### src/rtl/apb_arb_pkg.sv
// Shared types and constants for the two-master APB request arbiter.
package apb_arb_pkg;

    localparam int ADDR_W = 20;
    localparam int DATA_W = 16;

    localparam logic [1:0] PSEL_RM  = 2'b01;
    localparam logic [1:0] PSEL_ICN = 2'b10;
    localparam logic [1:0] PSEL_BAD = 2'b11;

    typedef enum logic [1:0] {
        IDLE   = 2'd0,
        SETUP  = 2'd1,
        ACCESS = 2'd2,
        RESP   = 2'd3
    } state_t;

    // One-hot grant; on a tie the master that was not granted last wins.
    function automatic logic [1:0] rr_pick(input logic [1:0] req, input logic last_grant);
        logic [1:0] g;
        case (req)
            2'b01:   g = 2'b01;
            2'b10:   g = 2'b10;
            2'b11:   g = last_grant ? 2'b01 : 2'b10;
            default: g = 2'b00;
        endcase
        return g;
    endfunction

endpackage

### src/rtl/apb_req_arbiter_if.sv
// APB signal bundle; master modport drives requests, slave modport answers them.
interface apb_req_arbiter_if;
    import apb_arb_pkg::*;

    logic [1:0]        psel;
    logic              penable;
    logic              pwrite;
    logic [1:0]        pstrb;
    logic [ADDR_W-1:0] paddr;
    logic [DATA_W-1:0] pwdata;
    logic              pready;
    logic [DATA_W-1:0] prdata;
    logic              pslverr;

    modport master (
        output psel, penable, pwrite, pstrb, paddr, pwdata,
        input  pready, prdata, pslverr
    );

    modport slave (
        input  psel, penable, pwrite, pstrb, paddr, pwdata,
        output pready, prdata, pslverr
    );

endinterface

### src/rtl/apb_timeout_ctr.sv
// Saturating ACCESS-phase cycle counter; expired flags the cycle that completes TIMEOUT cycles.
module apb_timeout_ctr #(
    parameter int TIMEOUT = 255,
    localparam int W = $clog2(TIMEOUT + 1)
) (
    input  logic clk,
    input  logic reset_n,
    input  logic clear,
    input  logic enable,
    output logic expired
);

    localparam logic [W-1:0] LIMIT = W'(TIMEOUT);

    logic [W-1:0] cnt;

    always_ff @(posedge clk or negedge reset_n) begin
        if (!reset_n) begin
            cnt <= '0;
        end else if (clear) begin
            cnt <= '0;
        end else if (enable && cnt != LIMIT) begin
            cnt <= cnt + 1'b1;
        end
    end

    // cnt holds the cycles already spent, so the current one is number cnt+1.
    assign expired = enable && (cnt >= LIMIT - 1'b1);

endmodule

### src/rtl/apb_req_arbiter.sv
// Round-robin arbiter for two APB masters onto one downstream bus, with decode-error and timeout abort.
//   state  | meaning
//   IDLE   | no owner; arbitrate and capture the winner's transfer
//   SETUP  | downstream psel up, penable low
//   ACCESS | penable high; wait for pready or timeout
//   RESP   | owner's pready pulse (decode error spends one extra cycle here first)
module apb_req_arbiter
    import apb_arb_pkg::*;
#(
    parameter int TIMEOUT = 255
) (
    input  logic              clk,
    input  logic              reset_n,
    apb_req_arbiter_if.slave  m0,
    apb_req_arbiter_if.slave  m1,
    apb_req_arbiter_if.master ds,
    output logic [1:0]        grant,
    output logic              timeout_o
);

    state_t            state;
    logic              last_grant;
    logic              owner;
    logic              dec_err;
    logic [1:0]        req;
    logic [1:0]        pick;
    logic [1:0]        sel_psel;
    logic [1:0]        sel_pstrb;
    logic              sel_pwrite;
    logic [ADDR_W-1:0] sel_paddr;
    logic [DATA_W-1:0] sel_pwdata;
    logic              expired;
    logic              fire;
    logic              fire_err;
    logic [DATA_W-1:0] fire_data;

    logic [1:0]        psel_q;
    logic              penable_q;
    logic              pwrite_q;
    logic [1:0]        pstrb_q;
    logic [ADDR_W-1:0] paddr_q;
    logic [DATA_W-1:0] pwdata_q;
    logic [1:0]        rdy_q;
    logic [1:0]        err_q;
    logic [DATA_W-1:0] rdata0_q;
    logic [DATA_W-1:0] rdata1_q;

    assign req        = {|m1.psel, |m0.psel};
    assign pick       = rr_pick(req, last_grant);
    assign sel_psel   = pick[1] ? m1.psel   : m0.psel;
    assign sel_pstrb  = pick[1] ? m1.pstrb  : m0.pstrb;
    assign sel_pwrite = pick[1] ? m1.pwrite : m0.pwrite;
    assign sel_paddr  = pick[1] ? m1.paddr  : m0.paddr;
    assign sel_pwdata = pick[1] ? m1.pwdata : m0.pwdata;

    apb_timeout_ctr #(.TIMEOUT(TIMEOUT)) u_timeout_ctr (
        .clk     (clk),
        .reset_n (reset_n),
        .clear   (state == IDLE),
        .enable  (state == ACCESS),
        .expired (expired)
    );

    // Response to be registered for the owner this cycle.
    always_comb begin
        fire      = 1'b0;
        fire_err  = 1'b0;
        fire_data = '0;
        if (state == ACCESS) begin
            fire      = ds.pready || expired;
            fire_err  = ds.pready ? ds.pslverr : 1'b1;
            fire_data = ds.pready ? ds.prdata : '0;
        end else if (state == RESP) begin
            fire     = dec_err;
            fire_err = 1'b1;
        end
    end

    always_ff @(posedge clk or negedge reset_n) begin
        if (!reset_n) begin
            state      <= IDLE;
            last_grant <= 1'b1;
            owner      <= 1'b0;
            dec_err    <= 1'b0;
            grant      <= 2'b00;
            timeout_o  <= 1'b0;
            psel_q     <= 2'b00;
            penable_q  <= 1'b0;
            pwrite_q   <= 1'b0;
            pstrb_q    <= 2'b00;
            paddr_q    <= '0;
            pwdata_q   <= '0;
            rdy_q      <= 2'b00;
            err_q      <= 2'b00;
            rdata0_q   <= '0;
            rdata1_q   <= '0;
        end else begin
            rdy_q     <= 2'b00;
            err_q     <= 2'b00;
            timeout_o <= 1'b0;
            if (fire) begin
                rdy_q[owner] <= 1'b1;
                err_q[owner] <= fire_err;
                if (owner) rdata1_q <= fire_data;
                else       rdata0_q <= fire_data;
            end

            case (state)
                IDLE: begin
                    if (|pick) begin
                        grant      <= pick;
                        last_grant <= pick[1];
                        owner      <= pick[1];
                        pwrite_q   <= sel_pwrite;
                        pstrb_q    <= sel_pstrb;
                        paddr_q    <= sel_paddr;
                        pwdata_q   <= sel_pwdata;
                        if (sel_psel == PSEL_BAD) begin
                            dec_err <= 1'b1;
                            state   <= RESP;
                        end else begin
                            psel_q    <= sel_psel;
                            penable_q <= 1'b0;
                            state     <= SETUP;
                        end
                    end
                end
                SETUP: begin
                    penable_q <= 1'b1;
                    state     <= ACCESS;
                end
                ACCESS: begin
                    if (ds.pready || expired) begin
                        psel_q    <= 2'b00;
                        penable_q <= 1'b0;
                        grant     <= 2'b00;
                        timeout_o <= !ds.pready;
                        state     <= RESP;
                    end
                end
                RESP: begin
                    if (dec_err) begin
                        dec_err <= 1'b0;
                        grant   <= 2'b00;
                    end else begin
                        state <= IDLE;
                    end
                end
                default: state <= IDLE;
            endcase
        end
    end

    assign ds.psel    = psel_q;
    assign ds.penable = penable_q;
    assign ds.pwrite  = pwrite_q;
    assign ds.pstrb   = pstrb_q;
    assign ds.paddr   = paddr_q;
    assign ds.pwdata  = pwdata_q;

    assign m0.pready  = rdy_q[0];
    assign m0.pslverr = err_q[0];
    assign m0.prdata  = rdata0_q;
    assign m1.pready  = rdy_q[1];
    assign m1.pslverr = err_q[1];
    assign m1.prdata  = rdata1_q;

endmodule

### src/flat_wrapper.sv
// flat-port wrapper written by rule: the top's interface ports become plain ports
module apb_req_arbiter_flat import apb_arb_pkg::*;
#(
    parameter int TIMEOUT = 255
)
  (clk, reset_n, grant, timeout_o, m0_psel, m0_penable, m0_pwrite, m0_pstrb, m0_paddr, m0_pwdata, m0_pready, m0_prdata, m0_pslverr, m1_psel, m1_penable, m1_pwrite, m1_pstrb, m1_paddr, m1_pwdata, m1_pready, m1_prdata, m1_pslverr, ds_psel, ds_penable, ds_pwrite, ds_pstrb, ds_paddr, ds_pwdata, ds_pready, ds_prdata, ds_pslverr);
  apb_req_arbiter_if m0_i ();
  apb_req_arbiter_if m1_i ();
  apb_req_arbiter_if ds_i ();
  input  logic clk;
  input  logic reset_n;
  output logic [1:0] grant;
  output logic timeout_o;
  input wire logic [$bits(m0_i.psel)-1:0] m0_psel;
  input wire logic [$bits(m0_i.penable)-1:0] m0_penable;
  input wire logic [$bits(m0_i.pwrite)-1:0] m0_pwrite;
  input wire logic [$bits(m0_i.pstrb)-1:0] m0_pstrb;
  input wire logic [$bits(m0_i.paddr)-1:0] m0_paddr;
  input wire logic [$bits(m0_i.pwdata)-1:0] m0_pwdata;
  output wire logic [$bits(m0_i.pready)-1:0] m0_pready;
  output wire logic [$bits(m0_i.prdata)-1:0] m0_prdata;
  output wire logic [$bits(m0_i.pslverr)-1:0] m0_pslverr;
  input wire logic [$bits(m1_i.psel)-1:0] m1_psel;
  input wire logic [$bits(m1_i.penable)-1:0] m1_penable;
  input wire logic [$bits(m1_i.pwrite)-1:0] m1_pwrite;
  input wire logic [$bits(m1_i.pstrb)-1:0] m1_pstrb;
  input wire logic [$bits(m1_i.paddr)-1:0] m1_paddr;
  input wire logic [$bits(m1_i.pwdata)-1:0] m1_pwdata;
  output wire logic [$bits(m1_i.pready)-1:0] m1_pready;
  output wire logic [$bits(m1_i.prdata)-1:0] m1_prdata;
  output wire logic [$bits(m1_i.pslverr)-1:0] m1_pslverr;
  output wire logic [$bits(ds_i.psel)-1:0] ds_psel;
  output wire logic [$bits(ds_i.penable)-1:0] ds_penable;
  output wire logic [$bits(ds_i.pwrite)-1:0] ds_pwrite;
  output wire logic [$bits(ds_i.pstrb)-1:0] ds_pstrb;
  output wire logic [$bits(ds_i.paddr)-1:0] ds_paddr;
  output wire logic [$bits(ds_i.pwdata)-1:0] ds_pwdata;
  input wire logic [$bits(ds_i.pready)-1:0] ds_pready;
  input wire logic [$bits(ds_i.prdata)-1:0] ds_prdata;
  input wire logic [$bits(ds_i.pslverr)-1:0] ds_pslverr;
  assign m0_i.psel = m0_psel;
  assign m0_i.penable = m0_penable;
  assign m0_i.pwrite = m0_pwrite;
  assign m0_i.pstrb = m0_pstrb;
  assign m0_i.paddr = m0_paddr;
  assign m0_i.pwdata = m0_pwdata;
  assign m0_pready = m0_i.pready;
  assign m0_prdata = m0_i.prdata;
  assign m0_pslverr = m0_i.pslverr;
  assign m1_i.psel = m1_psel;
  assign m1_i.penable = m1_penable;
  assign m1_i.pwrite = m1_pwrite;
  assign m1_i.pstrb = m1_pstrb;
  assign m1_i.paddr = m1_paddr;
  assign m1_i.pwdata = m1_pwdata;
  assign m1_pready = m1_i.pready;
  assign m1_prdata = m1_i.prdata;
  assign m1_pslverr = m1_i.pslverr;
  assign ds_psel = ds_i.psel;
  assign ds_penable = ds_i.penable;
  assign ds_pwrite = ds_i.pwrite;
  assign ds_pstrb = ds_i.pstrb;
  assign ds_paddr = ds_i.paddr;
  assign ds_pwdata = ds_i.pwdata;
  assign ds_i.pready = ds_pready;
  assign ds_i.prdata = ds_prdata;
  assign ds_i.pslverr = ds_pslverr;
  apb_req_arbiter #(.TIMEOUT(TIMEOUT)) u_core (.clk(clk), .reset_n(reset_n), .m0(m0_i), .m1(m1_i), .ds(ds_i), .grant(grant), .timeout_o(timeout_o));
endmodule
### config.mk
export PLATFORM = sky130hd
export DESIGN_NAME = apb_req_arbiter_flat
export DESIGN_NICKNAME = d
export VERILOG_FILES = /design/src/rtl/apb_arb_pkg.sv /design/src/rtl/apb_req_arbiter_if.sv /design/src/rtl/apb_timeout_ctr.sv /design/src/rtl/apb_req_arbiter.sv /design/src/flat_wrapper.sv
export SDC_FILE = /design/constraint.sdc
export NUM_CORES = 1
export LEC_CHECK = 0
export CORE_MARGIN = 5
export CORE_UTILIZATION = 45
export CTS_BUF_LIST = sky130_fd_sc_hd__clkbuf_8
export DETAILED_ROUTE_END_ITERATION = 12
export PLACE_DENSITY = 0.87
export SYNTH_ARGS = -nofsm -noshare
export SYNTH_HDL_FRONTEND = slang
export SYNTH_SLANG_ARGS = --single-unit
### constraint.sdc
create_clock -name clk -period 3 [get_ports clk]
set_input_delay 0.9 -clock clk [delete_from_list [all_inputs] [get_ports clk]]
set_output_delay 0.9 -clock clk [all_outputs]
set_load 0.02 [all_outputs]
==> PnR_summary.wiki, run 1 <==
{| class="wikitable"
! Metric !! Value
|-
| Total wire length after detailed routing || roughly 12,000 um
|-
| Worst setup path category || input port to register
|-
| Capture point of the worst reg-to-reg path || u_core.ds.penable
|-
| Vias in the first global route || 3,744
|-
| Pins Over Slew Limit || 0
|-
| Effective utilization at floorplan || 45.9%
|-
| Net count after synthesis || 497
|-
| Overall die area || 12,000 sq um
|-
| DRC || 0
|-
| Area added between synthesis and finish || 48.8%
|-
| Leakage component of the power || between 3 and 4 nW
|-
| Final #Nets || 676
|-
| Part of the total power dissipated in combinational logic || about 55%
|-
| Pwr dens || 989 nW/um^2
|-
| Vertical extent of the die || between 100 and 150 um
|-
| Max-slew headroom at the worst pin || roughly 60%
|-
| Initial antenna violation count || 0
|-
| Tightest Pin Transition || approximately 0.60 ns
|-
| Via count || 3,580
|-
| Iter 0 DRT Violations || 80
|-
| Maximum clock skew at final layout || between 0.008 and 0.009 ns
|-
| Setup crit start kind || input port
|-
| H-Tree Level Count || 3
|-
| Count of buffers inserted at the top-level ports || ~180
|-
| Critical path capture point || u_core.ds.paddr[2]
|-
| Data arrival time of the worst path || approximately 2.8 ns
|-
| Count of placed standard cells including taps || between 600 and 700
|-
| Sequential share of the synthesized area || around 53%
|-
| Total CTS buffers || 9
|-
| Count of boundary I/O pins || approximately 190
|-
| Clock tree from TritonCTS || built
|-
| Final setup viols || 0
|-
| Worst reg-to-reg path cell count || 6
|-
| Number of synthesized flops with an enable pin || 0
|-
| Post-synthesis register bit count || 94
|-
| RSZ-0062 raised after global routing || false
|-
| Site Rows || 36
|-
| Aggregate global-route resource usage || 19.6%
|-
| 1st-pass router iterations || 4
|-
| Library cell used as clock root buffer || clkbuf_8
|-
| Worst-skew pair later-pin latency || approximately 0.36 ns
|-
| Category of the worst setup path capture point || register
|-
| Beginning of the critical path || m1_psel[0]
|-
| Share of the clock period used by the worst path after layout || 83.8%
|-
| Worst voltage drop across the vdd grid || 384 uV
|-
| Worst min-delay path category || input port to asynchronous set/reset pin
|-
| Most common cell after layout, fill and taps aside || clkdlybuf4s50_1
|-
| Gr ovfl total || 0
|-
| Count of hold-fix buffers inserted at cts || 0
|-
| Final weighted congestion in routability-driven placement || slightly above 0.8
|-
| Unique masters post-synth || between 40 and 50
|-
| Routed len/inst || 16.4 um
|-
| Avg Vias per Cell || 5.09
|-
| Cell-internal power || ~3.9 mW
|-
| Count of maximum capacitance violations || 0
|-
| Register-to-Register Setup Slack || about 0.75 ns
|-
| Worst flop-to-flop path startpoint || u_core.state[1]
|-
| Antenna cell count || 0
|-
| First-pass GRT wire length || roughly 18,000 um
|-
| Layout cell share with drive strength beyond 1 || a little over an eighth
|-
| Gate count after technology mapping || around 390
|-
| Time the final worst path needs with I/O delays and setup || roughly 2.5 ns
|-
| Required @ worst endpoint || roughly 3.3 ns
|-
| Final HPWL DP || 8980 um
|-
| Power share of the sequential group || 32.9%
|-
| Count of antenna-violating nets left after detailed routing || 0
|-
| Switching part of the total power || about two fifths
|-
| Final cell count without fillers || slightly above 700
|-
| Max Clock Freq || about 400 MHz
|-
| Setup TNS || 0 ns
|-
| Share of power burned in the clock network || 12.1%
|-
| Buffers from clock root to sink, at most || 2
|-
| Clock-pin slew reported for the worst setup and hold paths after clock tree synthesis || 0.09 ns
|-
| Post-synth ARST share || 100%
|-
| Switching component of the power || 2.62 mW
|-
| Main flop type after synthesis || dfrtp_1
|-
| Top library cells by usage in the layout, fill and taps aside || clkdlybuf4s50_1, dfrtp_1, nand2_1
|-
| Buffers inserted by post-CTS timing repair || 0
|-
| Maximum number of pins on one net before global-route repair || between 60 and 70
|-
| Core outline area || just under 10,000 sq um
|-
| Yosys warning total || 0
|-
| Synthesized area per cell || between 10 and 15 sq um
|-
| Status || finished, final reports clean
|-
| Die width || between 100 and 150 um
|-
| Number of clock sinks || 94
|-
| Critical path fanouts, max || 45
|-
| CTS resizes || 0
|-
| Hold violation total from the final report || 0
|-
| Mapped cell area || around 4500 sq um
|}
[power groups by stage]
stage	combinational (mW)	clock, mW	sequential, mW
floorplan	1.45	0	2.77
global route	3.89	0.874	2.24
detailed placement	3.65	0	2.18
CTS	3.66	0.823	2.16
finish	3.62	0.793	2.16
global placement	3.55	0	2.15
[Yosys cell counts (2+ instances only)]
cell type / instances / area, sq um
mux2i_1: 41 / 410
dfrtp_1: 93 / 2330
nor2b_1: 2 / 12.5
mux2_4: 16 / 240
nand3_1: 4 / 20.0
ha_1: 6 / 75.1
buf_6: 2 / 22.5
buf_2: 8 / 40.0
a2111oi_0: 2 / 17.5
a21oi_1: 5 / 25.0
o22ai_1: 2 / 12.5
xor2_1: 2 / 17.5
and3_2: 2 / 15.0
o31ai_1: 2 / 15.0
nand3_4: 2 / 35.0
o32ai_1: 3 / 26.3
or3_1: 2 / 12.5
mux2_2: 20 / 225
nand2_1: 50 / 188
xnor2_1: 2 / 17.5
nand2b_1: 3 / 18.8
inv_1: 11 / 41.3
nor4_1: 4 / 25.0
clkbuf_1: 12 / 45.0
and3_1: 17 / 106
o21ai_0: 44 / 220
nor2_1: 11 / 41.3
[how the worst min path moves through the flow]
stage	from	endpoint	slack, ns	cells after the start
floorplan	u_core.owner	u_core.owner	0.46	2
global placement	u_core.ds.paddr[5]	u_core.ds.paddr[5]	0.46	2
detailed placement	u_core.ds.paddr[16]	u_core.ds.paddr[16]	0.47	2
CTS	reset_n	u_core.ds.paddr[15]	0.46	1
global route	reset_n	u_core.grant[1]	0.47	1
finish	reset_n	u_core.state[0]	0.46	1
[cells by family after synthesis]
family                   after synthesis  share of synthesized area [%]
XOR/XNOR                               4                          0.785
buffers and inverters                 35                           3.90
AND/OR/NAND/NOR                      105                           12.3
adder cells (fa/ha/maj)                6                           1.68
flip-flops                            94                           52.7
multiplexers                          77                           19.6
AO/OA/AOI/OAI                         66                           9.02
[final cells by class]
type | count | area (sq um)
Inverter | 11 | 41.3
Timing Repair Buffer | 192 | 1940
Multi-Input combinational cell | 258 | 1950
Clock inverter | 7 | 62.6
Fill cell | 748 | 3090
Tap cell | 133 | 166
Clock buffer | 9 | 124
Sequential cell | 94 | 2350
[sequential cells by signal, summed over array words and instances (netlist names), 2 cells and up]
register / count
u_core.ds.pstrb: 2
u_core.state: 2
u_core.rdy_q: 2
u_core.ds.paddr: 20
u_core.m0.prdata: 16
u_core.m1.prdata: 16
u_core.grant: 2
u_core.ds.psel: 2
u_core.u_timeout_ctr.cnt: 8
u_core.ds.pwdata: 16
u_core.err_q: 2
[metal layers]
layer	global-route usage [%]	wire, um
met5	0	0
met4	7.03	173
met3	5.40	936
met2	34.0	5880
met1	23.4	4580
[metrics by stage]
step	hold WS, ns	util [%]	area [sq um]	setup slack (ns)	power (mW)
after floorplan	0.464	-	4460	0.867	4.22
after global placement	0.460	66.4	6460	0.277	5.71
after detailed placement	0.470	66.4	6460	0.152	5.83
after CTS	0.456	68.3	6640	0.546	6.64
after global routing	0.474	68.3	6640	0.446	7.00
final	0.462	68.3	6640	0.487	6.57
[critical path, cell delays in order]
cell and delay (ns):
clkdlybuf4s50_1 0.57, nor4_1 0.62, nand2b_2 0.30, buf_12 0.21, nand2_1 0.08, o21ai_0 0.09
Power figures use the tool's default switching activity.
==> run 2: changes to the inputs <==
--- a/config.mk
+++ b/config.mk
@@ -6,10 +6,10 @@
 export NUM_CORES = 1
 export LEC_CHECK = 0
 export CORE_MARGIN = 5
-export CORE_UTILIZATION = 45
+export CORE_UTILIZATION = 44
 export CTS_BUF_LIST = sky130_fd_sc_hd__clkbuf_8
 export DETAILED_ROUTE_END_ITERATION = 12
-export PLACE_DENSITY = 0.87
+export PLACE_DENSITY = 0.85
 export SYNTH_ARGS = -nofsm -noshare
 export SYNTH_HDL_FRONTEND = slang
 export SYNTH_SLANG_ARGS = --single-unit
==> constraint.sdc (replaced) <==
create_clock -name clk -period 2.46 [get_ports clk]
set_input_delay 0.738 -clock clk [delete_from_list [all_inputs] [get_ports clk]]
set_output_delay 0.738 -clock clk [all_outputs]
set_load 0.02 [all_outputs]
==> PnR_summary.wiki, run 2 (synthesized netlist as in run 1, its figures left out) <==
{| class="wikitable"
! Metric !! Value
|-
| Avg Vias per Cell || 5.04 (was 5.09)
|-
| Hold violation total from the final report || 0 (unchanged)
|-
| Effective utilization at floorplan || 45.5% (was 45.9%)
|-
| Leakage component of the power || 3.09 nW (was 3.02 nW)
|-
| Routed len/inst || 16.4 um (about the same)
|-
| Site Rows || 36 (unchanged)
|-
| Cell-internal power || 4.95 mW (was 3.94 mW)
|-
| Via count || 3,595 (was 3,580)
|-
| Count of maximum capacitance violations || 0 (unchanged)
|-
| Max FFs per register || 20 (unchanged)
|-
| Top library cells by usage in the layout, fill and taps aside || clkdlybuf4s50_1, dfrtp_1, nand2_1 (unchanged)
|-
| Worst setup path category || register to register (was input port to register)
|-
| Count of buffers inserted at the top-level ports || 182 (unchanged)
|-
| Maximum clock skew at final layout || 0.00622 ns (was 0.00860 ns)
|-
| Library cell used as clock root buffer || clkbuf_8 (unchanged)
|-
| Setup crit start kind || register (was input port)
|-
| First-pass GRT wire length || 19,400 um (was 18,400 um)
|-
| Capture point of the worst reg-to-reg path || u_core.u_timeout_ctr.cnt[5] (was u_core.ds.penable)
|-
| Vias in the first global route || 3,875 (was 3,744)
|-
| Layout cell share with drive strength beyond 1 || 14.3% (was 13.1%)
|-
| Number of clock sinks || 94 (unchanged)
|-
| Most common cell after layout, fill and taps aside || clkdlybuf4s50_1 (unchanged)
|-
| Buffers from clock root to sink, at most || 2 (unchanged)
|-
| Pins Over Slew Limit || 0 (unchanged)
|-
| Aggregate global-route resource usage || 19.2% (was 19.6%)
|-
| Worst-skew pair later-pin latency || 0.35 ns (was 0.36 ns)
|-
| Tightest Pin Transition || 0.615 ns (was 0.600 ns)
|-
| Register-to-Register Setup Slack || 0.19 ns (was 0.75 ns)
|-
| Count of hold-fix buffers inserted at cts || 0 (unchanged)
|-
| Buffers inserted by post-CTS timing repair || 0 (unchanged)
|-
| Critical path fanouts, max || 15 (was 45)
|-
| Area added between synthesis and finish || 51.1% (was 48.8%)
|-
| H-Tree Level Count || 3 (unchanged)
|-
| Overall die area || 12,300 sq um (was 12,000 sq um)
|-
| Iter 0 DRT Violations || 145 (was 80)
|-
| Data arrival time of the worst path || 2.52 ns (was 2.78 ns)
|-
| Status || finished, final reports clean (unchanged)
|-
| Total CTS buffers || 9 (unchanged)
|-
| Max-slew headroom at the worst pin || 58.6% (was 59.6%)
|-
| Time the final worst path needs with I/O delays and setup || about 2.3 ns
|-
| Switching part of the total power || 39.3% (was 40.0%)
|-
| Die width || 111 um (was 110 um)
|-
| Vertical extent of the die || 111 um (was 110 um)
|-
| CTS resizes || 0 (unchanged)
|-
| Clock-pin slew reported for the worst setup and hold paths after clock tree synthesis || 0.09 ns (about the same)
|-
| Gr ovfl total || 0 (unchanged)
|-
| DP Worst Slack || -0.00799 ns (was 0.152 ns)
|-
| Final #Nets || 685 (was 676)
|-
| Core outline area || 9820 sq um (was 9730 sq um)
|-
| Antenna cell count || 0 (unchanged)
|-
| 1st-pass router iterations || 4 (unchanged)
|-
| RSZ-0062 raised after global routing || false (unchanged)
|-
| Final setup viols || 0 (unchanged)
|-
| Util after Layout || 68.7% (was 68.3%)
|-
| Part of the total power dissipated in combinational logic || 55.0% (was 55.1%)
|-
| Final weighted congestion in routability-driven placement || 0.836 (was 0.805)
|-
| Switching component of the power || 3.20 mW (was 2.62 mW)
|-
| Maximum number of pins on one net before global-route repair || 45 (was 65)
|-
| Category of the worst setup path capture point || register (unchanged)
|-
| Initial antenna violation count || 0 (unchanged)
|-
| Worst hold margin || 0.234 ns (was 0.462 ns)
|-
| Share of the clock period used by the worst path after layout || ~90%
|-
| Count of antenna-violating nets left after detailed routing || 0 (unchanged)
|-
| Clock tree from TritonCTS || built (unchanged)
|-
| Fin worst setup slack || 0.189 ns (was 0.487 ns)
|-
| Final HPWL DP || 9030 um (was 8980 um)
|-
| Required @ worst endpoint || 2.71 ns (was 3.27 ns)
|-
| Max Clock Freq || 440 MHz
|-
| Worst flop-to-flop path startpoint || u_core.state[0] (was u_core.state[1])
|-
| Share of power burned in the clock network || 12.7% (was 12.1%)
|-
| Power share of the sequential group || 32.3% (was 32.9%)
|-
| Worst voltage drop across the vdd grid || 649 uV (was 384 uV)
|-
| Pwr dens || 1210 nW/um^2 (was 989 nW/um^2)
|-
| Worst reg-to-reg path cell count || 5 (was 6)
|-
| Count of boundary I/O pins || 185 (unchanged)
|-
| Total wire length after detailed routing || 11,700 um (was 11,600 um)
|-
| DRC || 0 (unchanged)
|-
| Worst min-delay path category || input port to asynchronous set/reset pin (unchanged)
|}
## run 2: cell count changes in the layout (fill, tap and decap cells not counted), sizes merged
| cell | delta |
|---|---|
| clkinv | +1 |
| buf | +9 |
| inv | -1 |
| clkinvlp | -1 |
| bufinv | +1 |
## run 2: worst max path at each step
stage,start,endpoint
after detailed placement,m1_psel[0],u_core.ds.psel[1]
after CTS,u_core.state[0],u_core.u_timeout_ctr.cnt[5]
final,u_core.state[0],u_core.u_timeout_ctr.cnt[5]
after floorplan,m1_psel[0],u_core.ds.paddr[10]
after global placement,m1_psel[0],u_core.ds.psel[0]
after global routing,u_core.state[0],u_core.u_timeout_ctr.cnt[5]
## run 2: area by class of cell
type | count | area, sq um
clock buffer | 9 | 124
sequential | 94 | 2350
inverter | 11 | 41.3
timing repair buffer | 201 | 2040
tap | 133 | 166
multi-input combinational | 258 | 1950
clock inverter | 7 | 73.8
fill | 770 | 3070
## run 2: layer usage
metal / part of all wire (%) / wire length, um / up-vias / global-route usage, %
met2: 51 / 5920 / 135 / 33.9
met3: 8.4 / 978 / 14 / 6.50
li1: - / - / 1737 / -
met4: 1.5 / 170 / 0 / 5.99
met1: 39 / 4600 / 1709 / 21.8
met5: 0 / 0 / - / 0
## run 2: critical path: stages, from the launching register on
cell and delay (ns):
dfrtp_1 0.41, inv_1 0.12, ha_1 0.50, nand3_1 0.21, a2111oi_0 0.54, mux2_2 0.39
## run 2: metrics by stage
stage	power [mW]	TNS, ns	area, sq um	std cells
detailed placement	7.18	-0.00799	6550	697
global route	8.68	0	6750	713
floorplan	5.14	0	4460	387
CTS	8.24	0	6750	713
global placement	7.02	0	6550	697
finish	8.15	0	6750	713
## run 2: power by group through the flow
stage          sequential [mW]  clock (mW)  combinational (mW)
2_1_floorplan             3.38           0                1.77
6_report                  2.63        1.03                4.48
4_1_cts                   2.64        1.06                4.54
3_5_place_dp              2.66           0                4.52
3_3_place_gp              2.62           0                4.40
5_1_grt                   2.73        1.12                4.82
==> run 3: changes to the inputs <==
--- a/config.mk
+++ b/config.mk
@@ -13,3 +13,4 @@
 export SYNTH_ARGS = -nofsm -noshare
 export SYNTH_HDL_FRONTEND = slang
 export SYNTH_SLANG_ARGS = --single-unit
+export TNS_END_PERCENT = 100
==> results of run 3 <==
No change in the layout: final DEF, timing and power equal those of run 2.
